### config.mk
export PLATFORM = sky130hd
export DESIGN_NAME = vga_sync_timing_gen
export DESIGN_NICKNAME = d
export VERILOG_FILES = /design/src/rtl/vga_timing_pkg.sv /design/src/rtl/vga_timing_counter.sv /design/src/rtl/vga_sync_timing_gen.sv
export SDC_FILE = /design/constraint.sdc
export NUM_CORES = 1
export LEC_CHECK = 0
export ABC_AREA = 1
export CORE_MARGIN = 2
export CORE_UTILIZATION = 44
export CTS_BUF_LIST = sky130_fd_sc_hd__clkbuf_8
export CTS_CLUSTER_DIAMETER = 200
export DETAILED_ROUTE_END_ITERATION = 16
export DONT_BUFFER_PORTS = 1
export GPL_TIMING_DRIVEN = 0
export PLACE_DENSITY = 0.65
export SLEW_MARGIN = 20
export SYNTH_ARGS = -nofsm -noshare
export SYNTH_HDL_FRONTEND = slang
export SYNTH_SLANG_ARGS = --single-unit
export TNS_END_PERCENT = 20
### constraint.sdc
create_clock -name i_Clk -period 2.25 [get_ports i_Clk]
set_clock_uncertainty 0.15 [all_clocks]
set_input_delay 0.225 -clock i_Clk [delete_from_list [all_inputs] [get_ports i_Clk]]
set_output_delay 0.225 -clock i_Clk [all_outputs]
set_load 0.02 [all_outputs]
### src/rtl/vga_timing_pkg.sv
// Shared constants, width helper and sync bundle for the VGA timing path.
// Defaults describe the standard 640x480 @ 60 Hz mode.
package vga_timing_pkg;

   localparam int DEF_TOTAL_COLS  = 800;
   localparam int DEF_TOTAL_ROWS  = 525;
   localparam int DEF_ACTIVE_COLS = 640;
   localparam int DEF_ACTIVE_ROWS = 480;
   localparam int DEF_H_FRONT     = 16;
   localparam int DEF_H_SYNC      = 96;
   localparam int DEF_V_FRONT     = 10;
   localparam int DEF_V_SYNC      = 2;
   localparam int MAX_USER_LAT    = 8;

   localparam int DEF_H_BACK = DEF_TOTAL_COLS - DEF_ACTIVE_COLS
                             - DEF_H_FRONT - DEF_H_SYNC;
   localparam int DEF_V_BACK = DEF_TOTAL_ROWS - DEF_ACTIVE_ROWS
                             - DEF_V_FRONT - DEF_V_SYNC;

   typedef struct packed {
      logic hs;
      logic vs;
      logic act;
   } sync_t;

   function automatic int cnt_width(input int n);
      return (n > 1) ? $clog2(n) : 1;
   endfunction

endpackage

### src/rtl/vga_timing_counter.sv
// Enable-gated column/row scan counters with frame-start flag.
module vga_timing_counter
   import vga_timing_pkg::*;
#(
   parameter int TOTAL_COLS = DEF_TOTAL_COLS,
   parameter int TOTAL_ROWS = DEF_TOTAL_ROWS,
   localparam int CW = cnt_width(TOTAL_COLS),
   localparam int RW = cnt_width(TOTAL_ROWS)
) (
   input  logic          i_Clk,
   input  logic          i_Rst_n,
   input  logic          i_Pix_En,
   output logic [CW-1:0] o_Col_Count,
   output logic [RW-1:0] o_Row_Count,
   output logic          o_Frame_Start
);

   logic [CW-1:0] r_Col;
   logic [RW-1:0] r_Row;
   logic          w_Col_Wrap;
   logic          w_Row_Wrap;

   assign w_Col_Wrap = (r_Col == CW'(TOTAL_COLS - 1));
   assign w_Row_Wrap = (r_Row == RW'(TOTAL_ROWS - 1));

   always_ff @(posedge i_Clk or negedge i_Rst_n) begin
      if (!i_Rst_n) begin
         r_Col <= '0;
         r_Row <= '0;
      end else if (i_Pix_En) begin
         if (w_Col_Wrap) begin
            r_Col <= '0;
            r_Row <= w_Row_Wrap ? '0 : r_Row + RW'(1);
         end else begin
            r_Col <= r_Col + CW'(1);
         end
      end
   end

   // Gated by reset so the flag is quiet while the block is held.
   assign o_Frame_Start = i_Rst_n & i_Pix_En
                        & (r_Col == '0) & (r_Row == '0);

   assign o_Col_Count = r_Col;
   assign o_Row_Count = r_Row;

endmodule

### src/rtl/vga_sync_timing_gen.sv
// VGA timing generator: counters, sync decode, pixel-latency delay line
// and aligned, blanked output register.
module vga_sync_timing_gen
   import vga_timing_pkg::*;
#(
   parameter int   VIDEO_WIDTH = 3,
   parameter int   TOTAL_COLS  = DEF_TOTAL_COLS,
   parameter int   TOTAL_ROWS  = DEF_TOTAL_ROWS,
   parameter int   ACTIVE_COLS = DEF_ACTIVE_COLS,
   parameter int   ACTIVE_ROWS = DEF_ACTIVE_ROWS,
   parameter int   H_FRONT     = DEF_H_FRONT,
   parameter int   H_SYNC      = DEF_H_SYNC,
   parameter int   V_FRONT     = DEF_V_FRONT,
   parameter int   V_SYNC      = DEF_V_SYNC,
   parameter logic SYNC_POL    = 1'b0,
   parameter int   USER_LAT    = 1,
   localparam int  CW = cnt_width(TOTAL_COLS),
   localparam int  RW = cnt_width(TOTAL_ROWS)
) (
   input  logic                   i_Clk,
   input  logic                   i_Rst_n,
   input  logic                   i_Pix_En,
   input  logic [VIDEO_WIDTH-1:0] i_Red_Video,
   input  logic [VIDEO_WIDTH-1:0] i_Grn_Video,
   input  logic [VIDEO_WIDTH-1:0] i_Blu_Video,
   output logic [CW-1:0]          o_Col_Count,
   output logic [RW-1:0]          o_Row_Count,
   output logic                   o_Frame_Start,
   output logic                   o_HSync,
   output logic                   o_VSync,
   output logic                   o_Active,
   output logic [VIDEO_WIDTH-1:0] o_Red_Video,
   output logic [VIDEO_WIDTH-1:0] o_Grn_Video,
   output logic [VIDEO_WIDTH-1:0] o_Blu_Video
);

   localparam int H_SS = ACTIVE_COLS + H_FRONT;
   localparam int H_SE = H_SS + H_SYNC;
   localparam int V_SS = ACTIVE_ROWS + V_FRONT;
   localparam int V_SE = V_SS + V_SYNC;

   if (H_SE >= TOTAL_COLS || V_SE >= TOTAL_ROWS ||
       USER_LAT < 0 || USER_LAT > MAX_USER_LAT) begin : g_bad_params
      $fatal(1, "vga_sync_timing_gen: illegal timing parameters");
   end

   logic [CW-1:0]          w_Col;
   logic [RW-1:0]          w_Row;
   sync_t                  w_Raw;
   sync_t                  w_Dly;
   logic                   r_HSync;
   logic                   r_VSync;
   logic                   r_Active;
   logic [VIDEO_WIDTH-1:0] r_Red;
   logic [VIDEO_WIDTH-1:0] r_Grn;
   logic [VIDEO_WIDTH-1:0] r_Blu;

   vga_timing_counter #(
      .TOTAL_COLS (TOTAL_COLS),
      .TOTAL_ROWS (TOTAL_ROWS)
   ) u_counter (
      .i_Clk         (i_Clk),
      .i_Rst_n       (i_Rst_n),
      .i_Pix_En      (i_Pix_En),
      .o_Col_Count   (w_Col),
      .o_Row_Count   (w_Row),
      .o_Frame_Start (o_Frame_Start)
   );

   // Raw decode in asserted sense; polarity is applied at the pins.
   assign w_Raw.act = (w_Col < CW'(ACTIVE_COLS))
                    && (w_Row < RW'(ACTIVE_ROWS));
   assign w_Raw.hs  = (w_Col >= CW'(H_SS)) && (w_Col < CW'(H_SE));
   assign w_Raw.vs  = (w_Row >= RW'(V_SS)) && (w_Row < RW'(V_SE));

   if (USER_LAT == 0) begin : g_no_dly
      assign w_Dly = w_Raw;
   end else begin : g_dly
      sync_t r_Dly [USER_LAT];

      always_ff @(posedge i_Clk or negedge i_Rst_n) begin
         if (!i_Rst_n) begin
            for (int i = 0; i < USER_LAT; i++) r_Dly[i] <= '0;
         end else if (i_Pix_En) begin
            r_Dly[0] <= w_Raw;
            for (int i = 1; i < USER_LAT; i++) r_Dly[i] <= r_Dly[i-1];
         end
      end

      assign w_Dly = r_Dly[USER_LAT-1];
   end

   always_ff @(posedge i_Clk or negedge i_Rst_n) begin
      if (!i_Rst_n) begin
         r_HSync  <= ~SYNC_POL;
         r_VSync  <= ~SYNC_POL;
         r_Active <= 1'b0;
         r_Red    <= '0;
         r_Grn    <= '0;
         r_Blu    <= '0;
      end else if (i_Pix_En) begin
         r_HSync  <= w_Dly.hs ? SYNC_POL : ~SYNC_POL;
         r_VSync  <= w_Dly.vs ? SYNC_POL : ~SYNC_POL;
         r_Active <= w_Dly.act;
         r_Red    <= w_Dly.act ? i_Red_Video : '0;
         r_Grn    <= w_Dly.act ? i_Grn_Video : '0;
         r_Blu    <= w_Dly.act ? i_Blu_Video : '0;
      end
   end

   assign o_Col_Count = w_Col;
   assign o_Row_Count = w_Row;
   assign o_HSync     = r_HSync;
   assign o_VSync     = r_VSync;
   assign o_Active    = r_Active;
   assign o_Red_Video = r_Red;
   assign o_Grn_Video = r_Grn;
   assign o_Blu_Video = r_Blu;

endmodule

==> results.ini, run 1 <==
[min_path]
hp-start = i_Pix_En
min_to = u_counter.o_Col_Count[0]
hold_depth = 2
min_path_type = in2reg

[timing]
finalSetupTns_ns = 0
finalSetupViolations = 0
period_share_pct = 91.23
fin_crit_ns = 2.053
rsz0062_at_grt = false
hold_viol = 0
slew_headroom_pct = 69.26
maxSlewViolCount = 0
tightest_slew_ns = 0.4611
fmax_mhz = 487.2

[cts]
h-tree-depth = 2
clk_pin_slew_ns = 0.07
clock_path_buffers = 2
post_cts_buffers = 0
worstSkewPairLatency_ns = 0.29
cts_tree = yes
cts_sinks = 35
cts_buffers = 5
cts_root_buffer = clkbuf_8

[power_and_ir_drop]
vdd_drop_max_mv = 0.5786
seqPwrFrac_pct = 54.1
combinationalPowerShare_pct = 18.3
p_per_area_nw_per_um2 = 835.2
clkPwrFrac_pct = 27.5
internal-power_uw = 1124
swShare_pct = 38.08
p_sw_uw = 691.1
leakage_uw = 0.001066

[finish]
n_fill_cell = 373
stdcell_area_um2 = 2173
syn2layout_area_growth_pct = 15.42
nets = 269
diodes = 0
drive_gt1_share_pct = 12.20

[detailed_routing]
wl_per_cell_um = 13.73
drtIter0Drc = 59
antenna_left = 0
drc = 0
firstDrtPassIters = 4
via_count = 1555
finalWirelength_um = 4174
avgViaCountPerCell = 5.115

[worst_setup_path]
criticalPathCategory = reg2out
endpoint_kind = primary output
path_cells = inv_1 > ha_1 > inv_1 > nor4_1 > nand3b_1 > nor2_4
cpPeakStageDelay_ns = 0.49
timing.rr.start = u_counter.o_Col_Count[0]
r2r_cells = 7
cp-start-kind = flip-flop
cp.arrival_ns = 1.68
reg2reg_slack_ns = 0.49
slowest_stage = dfrtp_1
required_ns = 1.88
r2r_end = u_counter.o_Row_Count[2]
cp_max_fo = 4
cpMostUsedCell = inv_1

[die]
fp.dieH_um = 69.42
die_x_um = 69.42
io_pins = 45
design.core.area_um2 = 4058
start_util_pct = 46.41
dieArea_um2 = 4819
rows = 23

[synthesis]
synth_commonest_cells = nand2_1, dfrtp_1, inv_1, nand3_1, nor2_1
syn_inst = 235
synthTopCellsByArea = dfrtp_1, nand2_1, nand3_1
seq_area_frac_synth_pct = 46.64
synth.avg_cell_area_um2 = 8.013
synth_edf_count = 0
syn-cell-area_um2 = 1883
synth.most_common_cell = nand2_1
synth_top_area_share_pct = 43.85
yosys.area.top_type = dfrtp_1
ys.warnings.count = 0
netlist-cell-type-count = 29
postSynth.asyncResetShare_pct = 100.0
synth-main-ff-cell = dfrtp_1
ys_ff_latch = 35
syn_nets = 251

[run_status]
status = completed

[placement]
port_buffers = 0
dpl-instance-area_um2 = 1946
dp_hpwl_um = 2882
gp_congestion = 0.8734

[global_route]
grt_max_degree = 36
antenna_found_initial = 0
grt_pass1_wl_um = 7279
grt.total_usage_pct = 18.88
grt.overflow.total = 0
grt_busiest_layer = met2
use_met2_pct = 30.34
grt_use_met1_pct = 23.48
grt_pass1_vias = 1561
met3_usage_pct = 6.395

[run]
maxCapViolCount = 0

## area by class of cell
| type | instances | area, µm² | area share (%) |
|---|---|---|---|
| Timing Repair Buffer | 11 | 120.1 | 5.527 |
| Clock inverter | 1 | 3.754 | 0.1727 |
| Multi-Input combinational cell | 167 | 868.3 | 39.95 |
| Buffer | 6 | 42.54 | 1.957 |
| Clock buffer | 7 | 96.34 | 4.433 |
| Tap cell | 50 | 62.56 | 2.879 |
| Inverter | 27 | 101.3 | 4.663 |
| Sequential cell | 35 | 878.3 | 40.41 |
## placed cells by master (no fill, tap or decap), types with 2 or more instances in the layout
cell type      netlist  final
nor4_1               2      2
nor3_1               4      4
ha_1                 4      4
nand3_1             26     26
o21ai_0             11     11
nor3_4               2      2
nor2_4               2      3
dfstp_2              2      2
buf_6                2      2
nor2_1              14     13
o21ai_1              4      4
clkbuf_1             2      2
dlygate4sd3_1        0     10
clkbuf_8             0      7
xor2_1               5      5
inv_1               26     27
o21ai_2              3      3
dfrtp_1             33     33
nor2_2               4      4
nand2_1             75     75
nand4_1              4      4
## power by group through the flow
stage                     combinational [µW]  clock (µW)  sequential, µW
after floorplan                          257           0             959
after global placement                   294           0             995
after detailed placement                 302           0             998
after CTS                                336         522             985
after global routing                     384         545            1000
final                                    333         500             982
## stage by stage
stage | instances | setup slack (ns) | utilization, % | total power (µW) | hold WS (ns)
2_1_floorplan | 235 | 0.5476 | - | 1216 | -0.2206
3_3_place_gp | 285 | 0.4051 | 47.95 | 1289 | -0.2198
3_5_place_dp | 285 | 0.4131 | 47.95 | 1300 | -0.2198
4_1_cts | 304 | 0.07533 | 53.38 | 1843 | 0.03835
5_1_grt | 304 | 0.02822 | 53.56 | 1932 | 0.05974
6_report | 304 | 0.1974 | 53.56 | 1815 | 0.04785
## how the worst max path moves through the flow
stage / from / to / slack, ns
after floorplan: u_counter.o_Col_Count[0] / o_Frame_Start / 0.55
after global routing: u_counter.o_Col_Count[5] / o_Frame_Start / 0.03
after global placement: u_counter.o_Col_Count[0] / o_Frame_Start / 0.41
final: u_counter.o_Col_Count[0] / o_Frame_Start / 0.20
after CTS: u_counter.o_Col_Count[0] / o_Frame_Start / 0.08
after detailed placement: u_counter.o_Col_Count[0] / o_Frame_Start / 0.41
## critical path: cells and delay by family (launching register included)
kind,cells,cell delay (ns)
adder cells (fa/ha/maj),1,0.15
buffers and inverters,2,0.18
flip-flops,1,0.49
AND/OR/NAND/NOR,3,0.57
## flip-flops by register name (all words and copies together), names as in the netlist
register / cells
u_counter.o_Row_Count: 10
g_dly.r_Dly: 3
o_Blu_Video: 3
o_Active: 1
u_counter.o_Col_Count: 10
o_Red_Video: 3
o_HSync: 1
o_Grn_Video: 3
o_VSync: 1
## logic make-up after synthesis
family	after synthesis	synth area share [%]
xor gates and xnor gates	5	2.325
AOI/OAI and AO/OA	19	5.781
and+or+nand+nor	139	34.95
buffers and inverters	33	7.641
DFF	35	46.64
adders and majority gates	4	2.658
## per-layer routing
metal	share of wire (%)	up-vias
met4	1.7	0
met1	46	721
met5	0	-
met2	46	42
li1	-	784
met3	7.0	8
## timing repair
item                                    CTS  global route
endpoints found under the setup margin    0             1
hold buffers                             11             0
endpoints found under the hold margin    44             0
gates resized for setup                   0             2
Note: power is estimated with default switching activity, not from simulation.
==> inputs of run 2 (changes only) <==
- CORE_MARGIN: 2 -> 5
- SKIP_CTS_REPAIR_TIMING: not set -> 1
==> run 2 against run 1 <==
Against the previous run: final cell count stayed put; critical path type unchanged; total power up 5.6%; clock power is 20% higher; critical endpoint unchanged; largest power group unchanged.
==> results.ini, run 2 (synthesized netlist as in run 1, its figures left out) <==
[global_route]
antenna_found_initial = 0
grt_pass1_vias = 1441
grt.total_usage_pct = 15.83
grt.overflow.total = 0
grt_max_degree = 37
grt_pass1_wl_um = 6727

[detailed_routing]
avgViaCountPerCell = 5.033
antenna_left = 0
wl_per_cell_um = 14.48
drc = 0
firstDrtPassIters = 4
drtIter0Drc = 71
via_count = 1530
finalWirelength_um = 4403

[worst_setup_path]
cpMostUsedCell = inv_1
endpoint_kind = primary output
r2r_end = u_counter.o_Row_Count[5]
cp-start-kind = flip-flop
endpoint = o_Frame_Start
cp_max_fo = 4
cp.arrival_ns = 1.70
cp-startpoint = u_counter.o_Col_Count[0]
timing.rr.start = u_counter.o_Col_Count[1]
path_cells = inv_1 > ha_1 > inv_1 > nor4_1 > nand3b_1 > nor2_2
cpPeakStageDelay_ns = 0.49
slowest_stage = dfrtp_1
r2r_cells = 6
required_ns = 1.88
reg2reg_slack_ns = 0.47
criticalPathCategory = reg2out

[placement]
dp_cells = 285
port_buffers = 0
gp_congestion = 0.8672
dp_hpwl_um = 3050

[run]
maxCapViolCount = 0

[power_and_ir_drop]
total_power_uw = 1917
p_per_area_nw_per_um2 = 877.1
leakage_uw = 0.001072
vdd_drop_max_mv = 0.5415

[cts]
worstSkewPairLatency_ns = 0.29
clk_pin_slew_ns = 0.07
cts_root_buffer = clkbuf_8
cts_buffers = 5
clock_path_buffers = 2
cts_sinks = 35
cts_tree = yes
h-tree-depth = 2

[timing]
rsz0062_at_grt = false
maxSlewViolCount = 0
fmax_mhz = 481.7
period_share_pct = 92.26
slew_headroom_pct = 67.42
hold_viol = 0
tightest_slew_ns = 0.4886
fin_crit_ns = 2.076
finalSetupViolations = 0
finalSetupTns_ns = 0

[finish]
syn2layout_area_growth_pct = 16.08
drive_gt1_share_pct = 12.60
layout_commonest_cell = nand2_1
n_fill_cell = 373
diodes = 0
nets = 269
fin_cells = 304
final_cell_mix = nand2_1, dfrtp_1, inv_1, nand3_1, nor2_1

[die]
start_util_pct = 46.08
rows = 23
fp.dieH_um = 75.42
io_pins = 45
die_x_um = 75.42
design.core.area_um2 = 4086
dieArea_um2 = 5688

[min_path]
min_path_type = in2reg

[run_status]
status = completed

==> run 2: cell types whose count changed in the layout (fill, tap and decap cells not counted), sizes merged <==
cell | before | now
clkinv | 0 | 1
bufinv | 0 | 1
clkbuf | 9 | 8
inv | 28 | 27
==> run 2: metrics by stage <==
step | area, µm² | util [%] | setup slack, ns | hold WS, ns
final | 2186 | 53.49 | 0.1741 | 0.03653
after global routing | 2186 | 53.49 | 0.05987 | 0.03706
after CTS | 2063 | 50.49 | 0.05298 | -0.5378
after detailed placement | 1946 | 47.61 | 0.3909 | -0.2197
after global placement | 1946 | 47.61 | 0.4063 | -0.2197
after floorplan | 1883 | - | 0.5476 | -0.2206
==> run 2: final cells by class <==
type / instances / area (µm²) / share of cell area [%]
clock buffers: 6 / 82.58 / 3.778
repair buffers: 11 / 120.1 / 5.495
well taps: 50 / 62.56 / 2.862
inverters: 27 / 101.3 / 4.637
plain buffers: 6 / 42.54 / 1.946
clock inverters: 2 / 35.03 / 1.603
multi-input cells: 167 / 863.3 / 39.50
flip-flops and latches: 35 / 878.3 / 40.18
==> run 2: report_power, final <==
part	switching, µW	total (µW)	leakage [µW]	internal, µW
registers	259	985	0.000434	726
clock network	243	602	0.0000612	359
logic	208	330	0.000577	123
total	710	1920	0.00107	1210
==> run 2: how the worst min path moves through the flow <==
stage              from                       end  slack [ns]  cells after the start
2_1_floorplan   i_Rst_n            g_dly.r_Dly[0]       -0.22                      0
3_3_place_gp    i_Rst_n                  o_Active       -0.22                      0
3_5_place_dp    i_Rst_n                  o_Active       -0.22                      0
4_1_cts         i_Rst_n  u_counter.o_Col_Count[4]       -0.54                      0
5_1_grt        i_Pix_En  u_counter.o_Col_Count[1]        0.04                      2
6_report       i_Pix_En  u_counter.o_Col_Count[0]        0.04                      2
==> run 2: metal layers <==
layer / up-vias / GRT usage, % / part of all wire, % / routed length [µm]
met3: 6 / 6.596 / 8.7 / 385
met2: 45 / 24.35 / 44 / 1949
li1: 788 / - / - / -
met4: 0 / 5.243 / 1.3 / 58
met1: 691 / 20.18 / 46 / 2009
met5: - / 0 / 0 / 0
==> run 2: critical path: cells and delay by family, from the launching register on <==
family                     cells  cell delay, ns
buffers and inverters          2            0.19
DFF                            1            0.49
adders and majority gates      1            0.15
and+or+nand+nor                3            0.57
